**config.mk**
```make
export PLATFORM = sky130hd
export DESIGN_NAME = uch_ctrl
export DESIGN_NICKNAME = d
export VERILOG_FILES = /design/src/rtl/uch_ctrl.sv
export SDC_FILE = /design/constraint.sdc
export NUM_CORES = 1
export LEC_CHECK = 0
export ABC_AREA = 0
export CORE_MARGIN = 1.5
export CORE_UTILIZATION = 45
export DETAILED_ROUTE_END_ITERATION = 6
export DONT_BUFFER_PORTS = 1
export GPL_TIMING_DRIVEN = 0
export PLACE_DENSITY = 0.71
export SKIP_CTS_REPAIR_TIMING = 1
export SLEW_MARGIN = 20
export SYNTH_ARGS = -nofsm -noshare
export SYNTH_HDL_FRONTEND = slang
export SYNTH_SLANG_ARGS = --single-unit
```
**constraint.sdc**
```tcl
create_clock -name uchc_clk -period 3.1 [get_ports uchc_clk]
set_input_delay 0.62 -clock uchc_clk [delete_from_list [all_inputs] [get_ports uchc_clk]]
set_output_delay 0.62 -clock uchc_clk [all_outputs]
set_load 0.005 [all_outputs]
```
**src/rtl/uch_ctrl.sv**
```systemverilog
// Micro-counter controller: sequences an external 4-bit up counter through
// IDLE/RUN/PAUSE/DONE with a selectable-rate prescaler and single-step support.
module uch_ctrl #(
  parameter int DIV_FAST = 4,
  parameter int DIV_SLOW = 8
) (
  input  logic       uchc_clk,
  input  logic       uchc_rst,
  input  logic       uchc_start,
  input  logic       uchc_stop,
  input  logic       uchc_step,
  input  logic       uchc_sel,
  input  logic [3:0] uchc_limit,
  input  logic [3:0] uchc_q,
  output logic       uchc_cnt_en,
  output logic       uchc_cnt_clr,
  output logic [1:0] uchc_state,
  output logic       uchc_done
);

  localparam logic [1:0] S_IDLE  = 2'b00;
  localparam logic [1:0] S_RUN   = 2'b01;
  localparam logic [1:0] S_PAUSE = 2'b10;
  localparam logic [1:0] S_DONE  = 2'b11;

  localparam logic [7:0] FAST_M1 = 8'(DIV_FAST - 1);
  localparam logic [7:0] SLOW_M1 = 8'(DIV_SLOW - 1);

  logic [1:0] state_q, state_d;
  logic [7:0] presc_q, presc_d;
  logic       cnt_en_q, cnt_en_d;
  logic       cnt_clr_q, cnt_clr_d;

  logic [7:0] div_m1;
  logic       at_limit;
  logic       presc_wrap;

  always_comb begin
    div_m1     = uchc_sel ? SLOW_M1 : FAST_M1;
    // The counter still holds its old value while the clear strobe is out.
    at_limit   = (uchc_q == uchc_limit) && !cnt_clr_q;
    // ">=" so that a mid-run switch to a shorter period fires at once.
    presc_wrap = (presc_q >= div_m1);

    state_d   = state_q;
    presc_d   = presc_q;
    cnt_en_d  = 1'b0;
    cnt_clr_d = 1'b0;

    case (state_q)
      S_IDLE: begin
        if (!uchc_stop && uchc_start) begin
          state_d   = S_RUN;
          cnt_clr_d = 1'b1;
          presc_d   = 8'd0;
        end
      end
      S_RUN: begin
        if (uchc_stop) begin
          state_d = S_PAUSE;
        end else if (at_limit) begin
          state_d = S_DONE;
        end else if (presc_wrap) begin
          cnt_en_d = 1'b1;
          presc_d  = 8'd0;
        end else begin
          presc_d = presc_q + 8'd1;
        end
      end
      S_PAUSE: begin
        if (uchc_stop) begin
          state_d   = S_IDLE;
          cnt_clr_d = 1'b1;
        end else if (uchc_start) begin
          state_d = S_RUN;
        end else if (uchc_step && !at_limit) begin
          cnt_en_d = 1'b1;
        end
      end
      default: begin
        if (uchc_stop) begin
          state_d = S_IDLE;
        end else if (uchc_start) begin
          state_d   = S_RUN;
          cnt_clr_d = 1'b1;
          presc_d   = 8'd0;
        end
      end
    endcase
  end

  always_ff @(posedge uchc_clk or negedge uchc_rst) begin
    if (!uchc_rst) begin
      state_q   <= S_IDLE;
      presc_q   <= 8'd0;
      cnt_en_q  <= 1'b0;
      cnt_clr_q <= 1'b0;
    end else begin
      state_q   <= state_d;
      presc_q   <= presc_d;
      cnt_en_q  <= cnt_en_d;
      cnt_clr_q <= cnt_clr_d;
    end
  end

  assign uchc_cnt_en  = cnt_en_q;
  assign uchc_cnt_clr = cnt_clr_q;
  assign uchc_state   = state_q;
  assign uchc_done    = (state_q == S_DONE);

endmodule

```
=== After elaboration in Yosys (flattened, before gate mapping) ===
Index checks and enable logic that the tools add are counted.

* Add/sub/neg operators: 1
* $lt $le $gt $ge: 1
* Equal/unequal tests: 9
* Multiplexer cells: 26
* Bitwise operators: 1
* Reductions and logical operators: 11

{| class="wikitable"
|+ Operators with widths
! cell !! number
|-
| 8-bit 2-to-1 mux || 6
|-
| 8-bit one-hot mux with 3 select lines || 1
|-
| 1-bit 2-to-1 mux || 10
|-
| 2-bit 2-to-1 mux || 5
|-
| 8-bit by 1-bit adder with 8-bit output (second input constant) || 1
|-
| 8-bit by 3-bit >= comparator with 1-bit output || 1
|-
| 2-bit inequality test (second input constant) || 3
|-
| 6-bit AND reduction || 1
|-
| 2-bit == test (second input constant) || 2
|-
| 4-bit == test || 1
|-
| 2-bit one-hot mux with 2 select lines || 1
|-
| 4-bit nonzero test || 1
|-
| 1-bit logical AND || 3
|-
| 1-bit logical NOT || 3
|-
| 3-bit 2-to-1 mux || 1
|-
| 3-bit inequality test (second input constant) || 1
|-
| 1-bit one-hot mux with 3 select lines || 1
|-
| 3-bit AND reduction || 1
|-
| 3-bit nonzero test || 1
|-
| 2-bit by 1-bit == test with 1-bit output (second input constant) || 1
|-
| 2-bit logical NOT || 1
|-
| 2-bit by 1-bit inequality test with 1-bit output (second input constant) || 1
|-
| 1-bit one-hot mux with 2 select lines || 1
|-
| 1-bit NOT || 1
|}

* Flip-flop bits (word level): 12
* Logic and storage cells: 53

=== Logic depth before layout (Yosys ltp) ===
Gate-level depths: netlist of the first run.

* Depth in word-level cells: 8
* Gate-level depth with buffers: 6
* Depth with buffers taken out: 6

=== Worst setup path before layout of the first run ===
No wires, ideal clock.

* Path type: reg2reg
* From: register state_q[1], in the netlist uchc_state[1]
* To: register presc_q[0]
* Library setup time: 125 ps
* Data arrival time: 1624 ps
* Data required time: 2975 ps
* Path slack: 1352 ps
* Cell stages (with the launch flop): 7
* Buffers on the path: 0
* Cells stage by stage: dfrtp_1 -> inv_1 -> ha_1 -> and2b_2 -> o21ai_2 -> a31oi_4 -> mux2_2

* Longest elaborated chain between the ends: 3
* Elaborated cells on any way between the ends: 11
* Those cells by class: eq/ne: 6; mux: 1; bitwise: 1; reduce/logical: 3

{| class="wikitable"
|+ Ends and longest elaborated chain
! element !! line !! RTL
|-
| from (decl) || 29 || <nowiki>logic [1:0] state_q, state_d;</nowiki>
|-
| from (signal assigned) || 99 || <nowiki>state_q <= state_d;</nowiki>
|-
| 2-bit by 1-bit == test with 1-bit output (tied with other cells) || 50 || <nowiki>case (state_q)</nowiki>
|-
| 2-bit inequality test (no source line) (tied with other cells) || - ||
|-
| 6-bit AND reduction (no source line) || - ||
|-
| to (signal assigned) || 100 || <nowiki>presc_q <= presc_d;</nowiki>
|-
| to (decl) || 30 || <nowiki>logic [7:0] presc_q, presc_d;</nowiki>
|}

Parallel ways exist; a longest one is shown, timed or not.
A chain may end at the register's enable or synchronous reset.

=== Worst setup path after layout of the first run ===
* From: register state_q[1], in the netlist uchc_state[1]
* To: register presc_q[1]

Same word-level chain as after synthesis.

==> results.ini, run 1 <==
[outcome]
run_status = completed

[clocking]
clkTransAtPathRegs_ns = 0.08
htreeDepth = 1
numCtsBuffers = 3
cts.sinks = 12
cts_buffer_depth = 2
clkLatencyLatePin_ns = 0.28
cts-root-buf = clkbuf_4
cts_tree = built

[yosys]
async_flop_share_pct = 100
synth_common_cells = 12 x dfrtp_1, 7 x nor2_1, 6 x ha_1, 5 x and2b_2, 5 x inv_1
synthFlopType = dfrtp_1
synth_edf_count = 0
syn_nets = 91
yosysMostFrequentCell = dfrtp_1
yosysTopAreaCell = dfrtp_1
synth_top_area_share_pct = 40.3
ys.warnings.count = 0
synth_area_leaders = dfrtp_1 40%, ha_1 10%, and2b_2 5.9%
synth-seq-cells = 12
synth_cell_types = 27
syn_area_per_cell_um2 = 10.5
synth_area_um2 = 744
synth_cells = 71
seq_area_frac_synth_pct = 40.3

[floorplan]
die_x_um = 43.7
rows = 14
start_util_pct = 48.9
die_area_um2 = 1910
die_h_um = 43.7
ios = 19
coreArea_um2 = 1520

[layout]
final_area_um2 = 801
nets = 96
insertedDiodeCount = 0
area_growth_pct = 7.56
drive_gt1_share_pct = 18.7

[timing]
timing.fmax_mhz = 501
final_max_slew_viol_count = 0
finalSetupTns_ns = 0
fin_crit_ns = 2.00
tightest_slew_ns = 0.412
setup_viol = 0
maxSlewHeadroom_pct = 72.3
clock_skew_ns = 0.00880
hold_viol = 0
rsz0062_at_grt = false
min_period_over_period_pct = 64.4

[worst_setup_path]
r2r_setup_slack_ns = 1.10
end_kind = flip-flop
cpMaxStageDelayCell = dfrtp_1
crit_type = reg2reg
critPathMaxStageDelay_ns = 0.46
cp.required_ns = 3.26
path_cells = inv_1 > ha_1 > and2b_2 > o21ai_2 > a31oi_4 > mux2_2
start_kind = flip-flop
cp_max_fo = 8
arrival_ns = 2.15

[power]
ir_drop_uv = 393
powerDensity_nw_per_um2 = 728
switching_share_pct = 37.9
p_int_mw = 0.362
power_frac_seq_pct = 38.5
power.leakage_nw = 0.394
p_clk_share_pct = 21.2
combPwrFrac_pct = 40.3
power_switching_mw = 0.221

[route]
routed_wirelength_um = 1290
via_per_inst = 6.02
wl_per_cell_um = 14.2
firstDrtPassIters = 4
routed-via-count = 548
drt_first_iter_violations = 8
antenna_left = 0
drcViolationCount = 0

[global_routing]
grt_pass1_vias = 501
grt_pass1_wl_um = 2130
grt_max_degree = 13
grt.total_usage_pct = 15.9
overflow = 0
antenna_found_initial = 0

[placement]
portBuffers = 0
gp_congestion = 0.719
hpwl_um = 1030
post_dp_cell_area_um2 = 764

[worst_hold_path]
hp-class = in2async

[run]
drv_cap = 0

==> metal layers <==
metal | track usage [%] | routed length [um] | vias to the layer above
li1 | - | - | 255
met1 | 18.8 | 544 | 266
met2 | 25.3 | 641 | 22
met3 | 6.25 | 82 | 5
met4 | 7.27 | 22 | 0
met5 | 0 | 0 | -
==> cell usage in the layout (no fill, tap or decap), types with 2 or more instances in the layout <==
cell type | netlist | layout
inv_1 | 5 | 5
a21oi_1 | 4 | 4
o21ai_0 | 4 | 4
nor2_1 | 7 | 7
nand2_1 | 3 | 3
dfrtp_1 | 12 | 12
ha_1 | 6 | 6
nor4b_1 | 2 | 2
clkbuf_4 | 0 | 3
xor2_1 | 4 | 4
mux2_1 | 2 | 2
and2b_2 | 5 | 5
mux2_2 | 2 | 2
==> sequential cells by signal, indices dropped and copies added (netlist names) <==
signal        flops
presc_q           8
uchc_cnt_clr      1
uchc_cnt_en       1
uchc_state        2
==> cell families (layout without fill, tap and decap cells) <==
group	count (synthesis)	after routing	share of synthesized area (%)
and+or+nand+nor	26	26	22.7
AOI/OAI and AO/OA	14	14	13.6
DFF	12	12	40.3
adders and majority gates	6	6	10.1
buffers and inverters	5	9	2.52
xor gates and xnor gates	4	4	4.71
muxes	4	4	6.05
==> stage by stage <==
step	hold WS, ns	setup slack [ns]	utilization (%)	instances	total power, mW
after detailed placement	0.325	1.10	50.2	87	0.462
after global placement	0.325	1.16	50.2	87	0.449
final	0.0268	1.10	52.5	91	0.583
after global routing	0.00961	0.977	52.5	91	0.630
after floorplan	0.324	1.35	-	71	0.410
after CTS	0.0202	1.09	52.5	91	0.586
==> critical path, delay by kind of cell (launching register included) <==
family,cells,cell delay (ns)
fa+ha+maj,1,0.33
compound gates,2,0.34
mux,1,0.37
simple gates,1,0.23
flops,1,0.46
buf+inv,1,0.15
==> cell type report <==
| type | count | area, um^2 |
|---|---|---|
| Clock buffer | 4 | 36.3 |
| Fill cell | 135 | 723 |
| Inverter | 5 | 18.8 |
| Multi-Input combinational cell | 54 | 425 |
| Sequential cell | 12 | 300 |
| Tap cell | 16 | 20.0 |
==> worst paths after layout <==
| kind | startpoint | to | cells past startpoint |
|---|---|---|---|
| max | uchc_state[1]$_DFFE_PN0P_ | presc_q[1]$_DFFE_PN0P_ | 6 |
| min | uchc_rst | presc_q[5]$_DFFE_PN0P_ | 0 |
| max reg2reg | uchc_state[1]$_DFFE_PN0P_ | presc_q[1]$_DFFE_PN0P_ | 6 |
| min reg2reg | presc_q[4]$_DFFE_PN0P_ | presc_q[4]$_DFFE_PN0P_ | 1 |
| max in group asynchronous | uchc_rst | uchc_state[1]$_DFFE_PN0P_ | 0 |
| min in group uchc_clk | uchc_stop | uchc_cnt_en$_DFF_PN0_ | 1 |
==> power groups by stage <==
stage / sequential, mW / combinational [mW] / clock (mW)
after detailed placement: 0.228 / 0.233 / 0
after global placement: 0.225 / 0.223 / 0
after global routing: 0.229 / 0.267 / 0.134
after CTS: 0.225 / 0.235 / 0.127
final: 0.224 / 0.235 / 0.123
after floorplan: 0.217 / 0.193 / 0
Note: power is estimated with default switching activity, not from simulation.
==> run 2, diff against run 1 <==
- PLACE_DENSITY: 0.71 -> 0.73
- clock period: 3.1 -> 1.6 ns (I/O delays scaled with it)
==> results.ini, run 2 (synthesized netlist as in run 1, its figures left out) <==
[outcome]
run_status = complete, but fails checks
violations = setup timing

[layout]
largest_register_ffs = 8  ; unchanged
fillers = 140  ; +3.7%
area_growth_pct = 18.0
final_area_um2 = 878  ; +9.7%
nets = 100  ; +4.2%
regMostFlops = presc_q
layout_common_cells = 10 x dfrtp_1, 7 x nor2_1, 5 x and2b_2
insertedDiodeCount = 0  ; unchanged
final_common_cell = dfrtp_1
fin_util_pct = 57.6  ; +5.1 points
drive_gt1_share_pct = 31.6  ; +13 points

[timing]
timing.fmax_mhz = 570  ; +14%
min_period_over_period_pct = 110  ; +45 points
maxSlewHeadroom_pct = 64.6  ; -7.6 points
setup_viol = 8  ; +8
fin_crit_ns = 1.76  ; -0.240 ns
clock_skew_ns = 0.00203  ; -0.00676 ns
final_max_slew_viol_count = 0  ; unchanged
rsz0062_at_grt = true
tightest_slew_ns = 0.529  ; +0.116 ns
hold_viol = 0  ; unchanged
worst_slack_ns = -0.155  ; -1.26 ns

[route]
firstDrtPassIters = 4  ; unchanged
via_per_inst = 5.58  ; -7.4%
routed-via-count = 530  ; -3.3%
drcViolationCount = 0  ; unchanged
routed_wirelength_um = 1280  ; -1.2%
antenna_left = 0  ; unchanged
wl_per_cell_um = 13.4  ; -5.3%
drt_first_iter_violations = 7  ; -1

[worst_setup_path]
cp.required_ns = 1.77  ; -1.49 ns
reg2reg_from = uchc_state[1]$_DFFE_PN0P_
r2r_setup_slack_ns = -0.16  ; -1.26 ns
cp_max_fo = 8  ; unchanged
startpoint = uchc_state[1]$_DFFE_PN0P_
arrival_ns = 1.92  ; -0.23 ns
start_kind = flip-flop
crit_type = reg2reg
end_kind = flip-flop

[clocking]
numCtsBuffers = 3  ; unchanged
cts_buffer_depth = 2  ; unchanged
cts.sinks = 12  ; unchanged
clkTransAtPathRegs_ns = 0.08  ; about the same
clkLatencyLatePin_ns = 0.28  ; about the same
htreeDepth = 1  ; unchanged
cts_tree = built
cts-root-buf = clkbuf_4

[floorplan]
die_h_um = 43.7  ; unchanged
ios = 19  ; unchanged
coreArea_um2 = 1520  ; unchanged
start_util_pct = 48.9  ; unchanged
rows = 14  ; unchanged
die_x_um = 43.7  ; unchanged
die_area_um2 = 1910  ; unchanged

[run]
drv_cap = 0  ; unchanged

[power]
power_switching_mw = 0.484  ; +120%
switching_share_pct = 36.8  ; -1.1 points
power.leakage_nw = 0.418  ; +6.1%
p_clk_share_pct = 18.6  ; -2.6 points
p_int_mw = 0.831  ; +130%
power_frac_seq_pct = 34.7  ; -3.8 points
combPwrFrac_pct = 46.7  ; +6.4 points
ir_drop_uv = 765  ; +95%
powerDensity_nw_per_um2 = 1500  ; +110%

[global_routing]
grt_max_degree = 13  ; unchanged
grt_pass1_vias = 491  ; -2.0%
grt_pass1_wl_um = 2260  ; +5.8%
overflow = 0  ; unchanged
grt.total_usage_pct = 16.7  ; +0.85 points
antenna_found_initial = 0  ; unchanged

[placement]
portBuffers = 0  ; unchanged
hpwl_um = 957  ; -7.4%
gp_congestion = 0.735  ; +2.3%
post_dp_cell_area_um2 = 810  ; +5.9%

[worst_hold_path]
hp-class = in2reg
hold_start = uchc_stop

## run 2: changes by cell type in the layout (fill, tap and decap cells not counted)
| cell | delta |
|---|---|
| mux2_4 | +4 |
| buf_4 | +3 |
| dfrtp_1 | -2 |
| dfrtp_2 | +2 |
| ha_1 | -2 |
| ha_4 | +2 |
| inv_1 | -2 |
| mux2_1 | -2 |
| mux2_2 | -2 |
| dlygate4sd3_1 | +1 |
| inv_2 | +1 |
| inv_4 | +1 |
## run 2: worst paths after layout
path / end / depth (start not counted)
setup / recovery: presc_q[3]$_DFFE_PN0P_ / 6
hold / removal: uchc_cnt_en$_DFF_PN0_ / 1
setup reg to reg: presc_q[3]$_DFFE_PN0P_ / 6
hold reg to reg: presc_q[7]$_DFFE_PN0P_ / 1
max in group asynchronous: uchc_state[1]$_DFFE_PN0P_ / 1
min in group asynchronous: uchc_cnt_en$_DFF_PN0_ / 1
## run 2: layer usage
layer,global-route usage [%],up-vias,wire [um],share of wire (%)
met5,0,-,0,0
met4,9.09,0,34,2.7
met3,7.92,5,92,7.2
met2,22.9,15,594,47
met1,21.6,246,555,43
li1,-,264,-,-
## run 2: area by class of cell
class	instances	area, um^2	area share (%)
inverters	5	21.3	2.42
well taps	16	20.0	2.28
flip-flops and latches	12	303	34.5
clock buffers	4	36.3	4.13
repair buffers	4	32.5	3.70
multi-input cells	54	465	53.0
## run 2: power groups by stage
stage,clock [mW],combinational [mW],sequential (mW)
CTS,0.254,0.558,0.456
finish,0.245,0.614,0.456
floorplan,0,0.457,0.441
global placement,0,0.535,0.462
detailed placement,0,0.551,0.459
global route,0.269,0.701,0.467
## run 2: critical path: stages, from the launching register on
cell,delay (ns)
dfrtp_2,0.46
inv_4,0.07
ha_4,0.17
and2b_2,0.23
o21ai_2,0.07
a31oi_4,0.30
mux2_4,0.33
## run 2: per-stage QoR
step | hold slack, ns | cells | setup slack (ns) | TNS, ns | power, mW
floorplan | 0.0244 | 71 | -0.0211 | -0.0843 | 0.898
global placement | 0.0246 | 87 | -0.157 | -0.902 | 0.997
detailed placement | 0.0247 | 87 | -0.168 | -1.01 | 1.01
CTS | -0.283 | 91 | -0.186 | -1.14 | 1.27
global route | 0.0953 | 95 | -0.232 | -1.50 | 1.44
finish | 0.108 | 95 | -0.155 | -0.902 | 1.32
==> run 3, diff against run 2 <==
- CELL_PAD_IN_SITES_DETAIL_PLACEMENT: not set -> 0
- CELL_PAD_IN_SITES_GLOBAL_PLACEMENT: not set -> 1
- CORE_UTILIZATION: 45 -> 41
- PLACE_DENSITY: 0.73 -> not set
- PLACE_DENSITY_LB_ADDON: not set -> 0.15
- SLEW_MARGIN: 20 -> 40
==> results.ini, run 3 (synthesized netlist as in run 1, its figures left out) <==
[worst_setup_path]
start_kind = flip-flop
critPathMaxStageDelay_ns = 0.47  ; about the same
crit_type = reg2reg
cpMaxStageDelayCell = dfrtp_2
crit_buf_inv = 2  ; +1
crit_family = flip-flops
arrival_ns = 1.90  ; -0.02 ns
cp.required_ns = 1.75  ; -0.02 ns
path_cells = inv_4 > ha_4 > and2b_2 > o21ai_2 > a31oi_4 > buf_12 > mux2_4
cp_max_fo = 8  ; unchanged
ff2ff_path_depth = 7  ; +1
end_kind = flip-flop
cp_num_cells = 7  ; +1

[worst_hold_path]
hp-class = in2reg
holdPathStages = 1  ; unchanged

[floorplan]
ios = 19  ; unchanged
rows = 15  ; +1
die_x_um = 45.6  ; +4.4%
die_area_um2 = 2080  ; +9.1%
start_util_pct = 43.6  ; -5.3 points
die_h_um = 45.6  ; +4.4%
coreArea_um2 = 1710  ; +12%

[timing]
min_period_over_period_pct = 109  ; -0.38 points
hold_ws_ns = 0.126  ; +0.0180 ns
rsz0062_at_grt = true
maxSlewHeadroom_pct = 64.5  ; -0.19 points
worst_slack_ns = -0.149  ; +0.00605 ns
final_max_slew_viol_count = 0  ; unchanged
clock_skew_ns = 0.00296  ; +0.000925 ns
tightest_slew_ns = 0.528  ; -0.000349 ns
hold_viol = 0  ; unchanged
setup_viol = 8  ; unchanged
fin_crit_ns = 1.75  ; -0.00605 ns
timing.fmax_mhz = 572  ; +0.35%

[clocking]
numCtsBuffers = 3  ; unchanged
cts-root-buf = clkbuf_4
clkTransAtPathRegs_ns = 0.07  ; about the same
cts_buffer_depth = 2  ; unchanged
clkLatencyLatePin_ns = 0.26  ; -0.02 ns
htreeDepth = 1  ; unchanged
cts_tree = built
cts.sinks = 12  ; unchanged

[power]
p_total_mw = 1.34  ; +1.8%
powerDensity_nw_per_um2 = 1470  ; -2.0%
power.leakage_nw = 0.427  ; +2.2%
ir_drop_uv = 581  ; -24%

[route]
routed-via-count = 540  ; +1.9%
antenna_left = 0  ; unchanged
drt_first_iter_violations = 10  ; +3
via_per_inst = 5.14  ; -7.8%
wl_per_cell_um = 13.0  ; -3.1%
firstDrtPassIters = 3  ; -1
drcViolationCount = 0  ; unchanged
routed_wirelength_um = 1370  ; +7.1%

[layout]
drive_gt1_share_pct = 33.8  ; +2.1 points
final_area_um2 = 912  ; +3.8%
largest_register_ffs = 8  ; unchanged
nets = 101  ; +1.0%
final_common_cell = dfrtp_1
layout_common_cells = 10 x dfrtp_1, 6 x nor2_1, 5 x and2b_2
final_cells = 105  ; +11%
area_growth_pct = 22.5
fin_util_pct = 53.4  ; -4.2 points
insertedDiodeCount = 0  ; unchanged
regMostFlops = presc_q

[global_routing]
grt.total_usage_pct = 14.5  ; -2.3 points
grt_pass1_vias = 478  ; -2.6%
grt_pass1_wl_um = 2130  ; -5.5%
antenna_found_initial = 0  ; unchanged
grt_max_degree = 13  ; unchanged
overflow = 0  ; unchanged

[placement]
hpwl_um = 1040  ; +9.0%
gp_congestion = 0.779  ; +6.0%
post_dp_cell_area_um2 = 821  ; +1.4%
dp_cells = 96  ; +10%
portBuffers = 0  ; unchanged

[outcome]
run_status = complete, but fails checks
violations = setup timing

[run]
drv_cap = 0  ; unchanged

run 3: changes by cell type in the layout (fill, tap and decap cells not counted), sizes merged:
cell	before	now
buf	3	4
run 3: worst register-to-register path, cell delays in order (launching register included):
cell and delay, ns:
dfrtp_2 0.47, inv_4 0.11, ha_4 0.15, and2b_2 0.24, o21ai_2 0.16, a31oi_4 0.06, buf_12 0.16, mux2_4 0.29
run 3: layout make-up:
class	count	area, um^2
fill	165	796
multi-input combinational	54	468
sequential	12	303
timing repair buffer	5	52.6
clock buffer	4	36.3
tap	25	31.3
inverter	5	21.3
run 3: worst paths after layout:
kind	start	to	slack (ns)
max	uchc_state[1]$_DFFE_PN0P_	presc_q[0]$_DFFE_PN0P_	-0.15
min	uchc_stop	uchc_cnt_en$_DFF_PN0_	0.13
max reg2reg	uchc_state[1]$_DFFE_PN0P_	presc_q[0]$_DFFE_PN0P_	-0.15
min reg2reg	presc_q[6]$_DFFE_PN0P_	presc_q[6]$_DFFE_PN0P_	0.51
max in group asynchronous	uchc_rst	uchc_state[1]$_DFFE_PN0P_	0.75
min in group asynchronous	uchc_rst	presc_q[5]$_DFFE_PN0P_	0.47
run 3: power breakdown:
part           leakage (nW)  switching (mW)  internal (mW)
combinational         0.246           0.306          0.346
clock                0.0210          0.0928          0.138
sequential            0.160          0.0914          0.364
total                 0.427           0.490          0.848
run 3: per-stage QoR:
step	setup WS, ns	setup TNS, ns
finish	-0.149	-0.772
global route	-0.198	-1.15
CTS	-0.184	-1.12
detailed placement	-0.171	-1.01
global placement	-0.165	-1.01
floorplan	-0.0211	-0.0843
run 3: metal layers:
layer	wire length (um)	vias to the layer above	track usage, %	part of all wire (%)
li1	-	268	-	-
met1	676	257	22.3	49
met2	636	15	19.7	47
met3	54	0	2.78	4.0
met4	0	0	5.29	0
met5	0	-	0	0
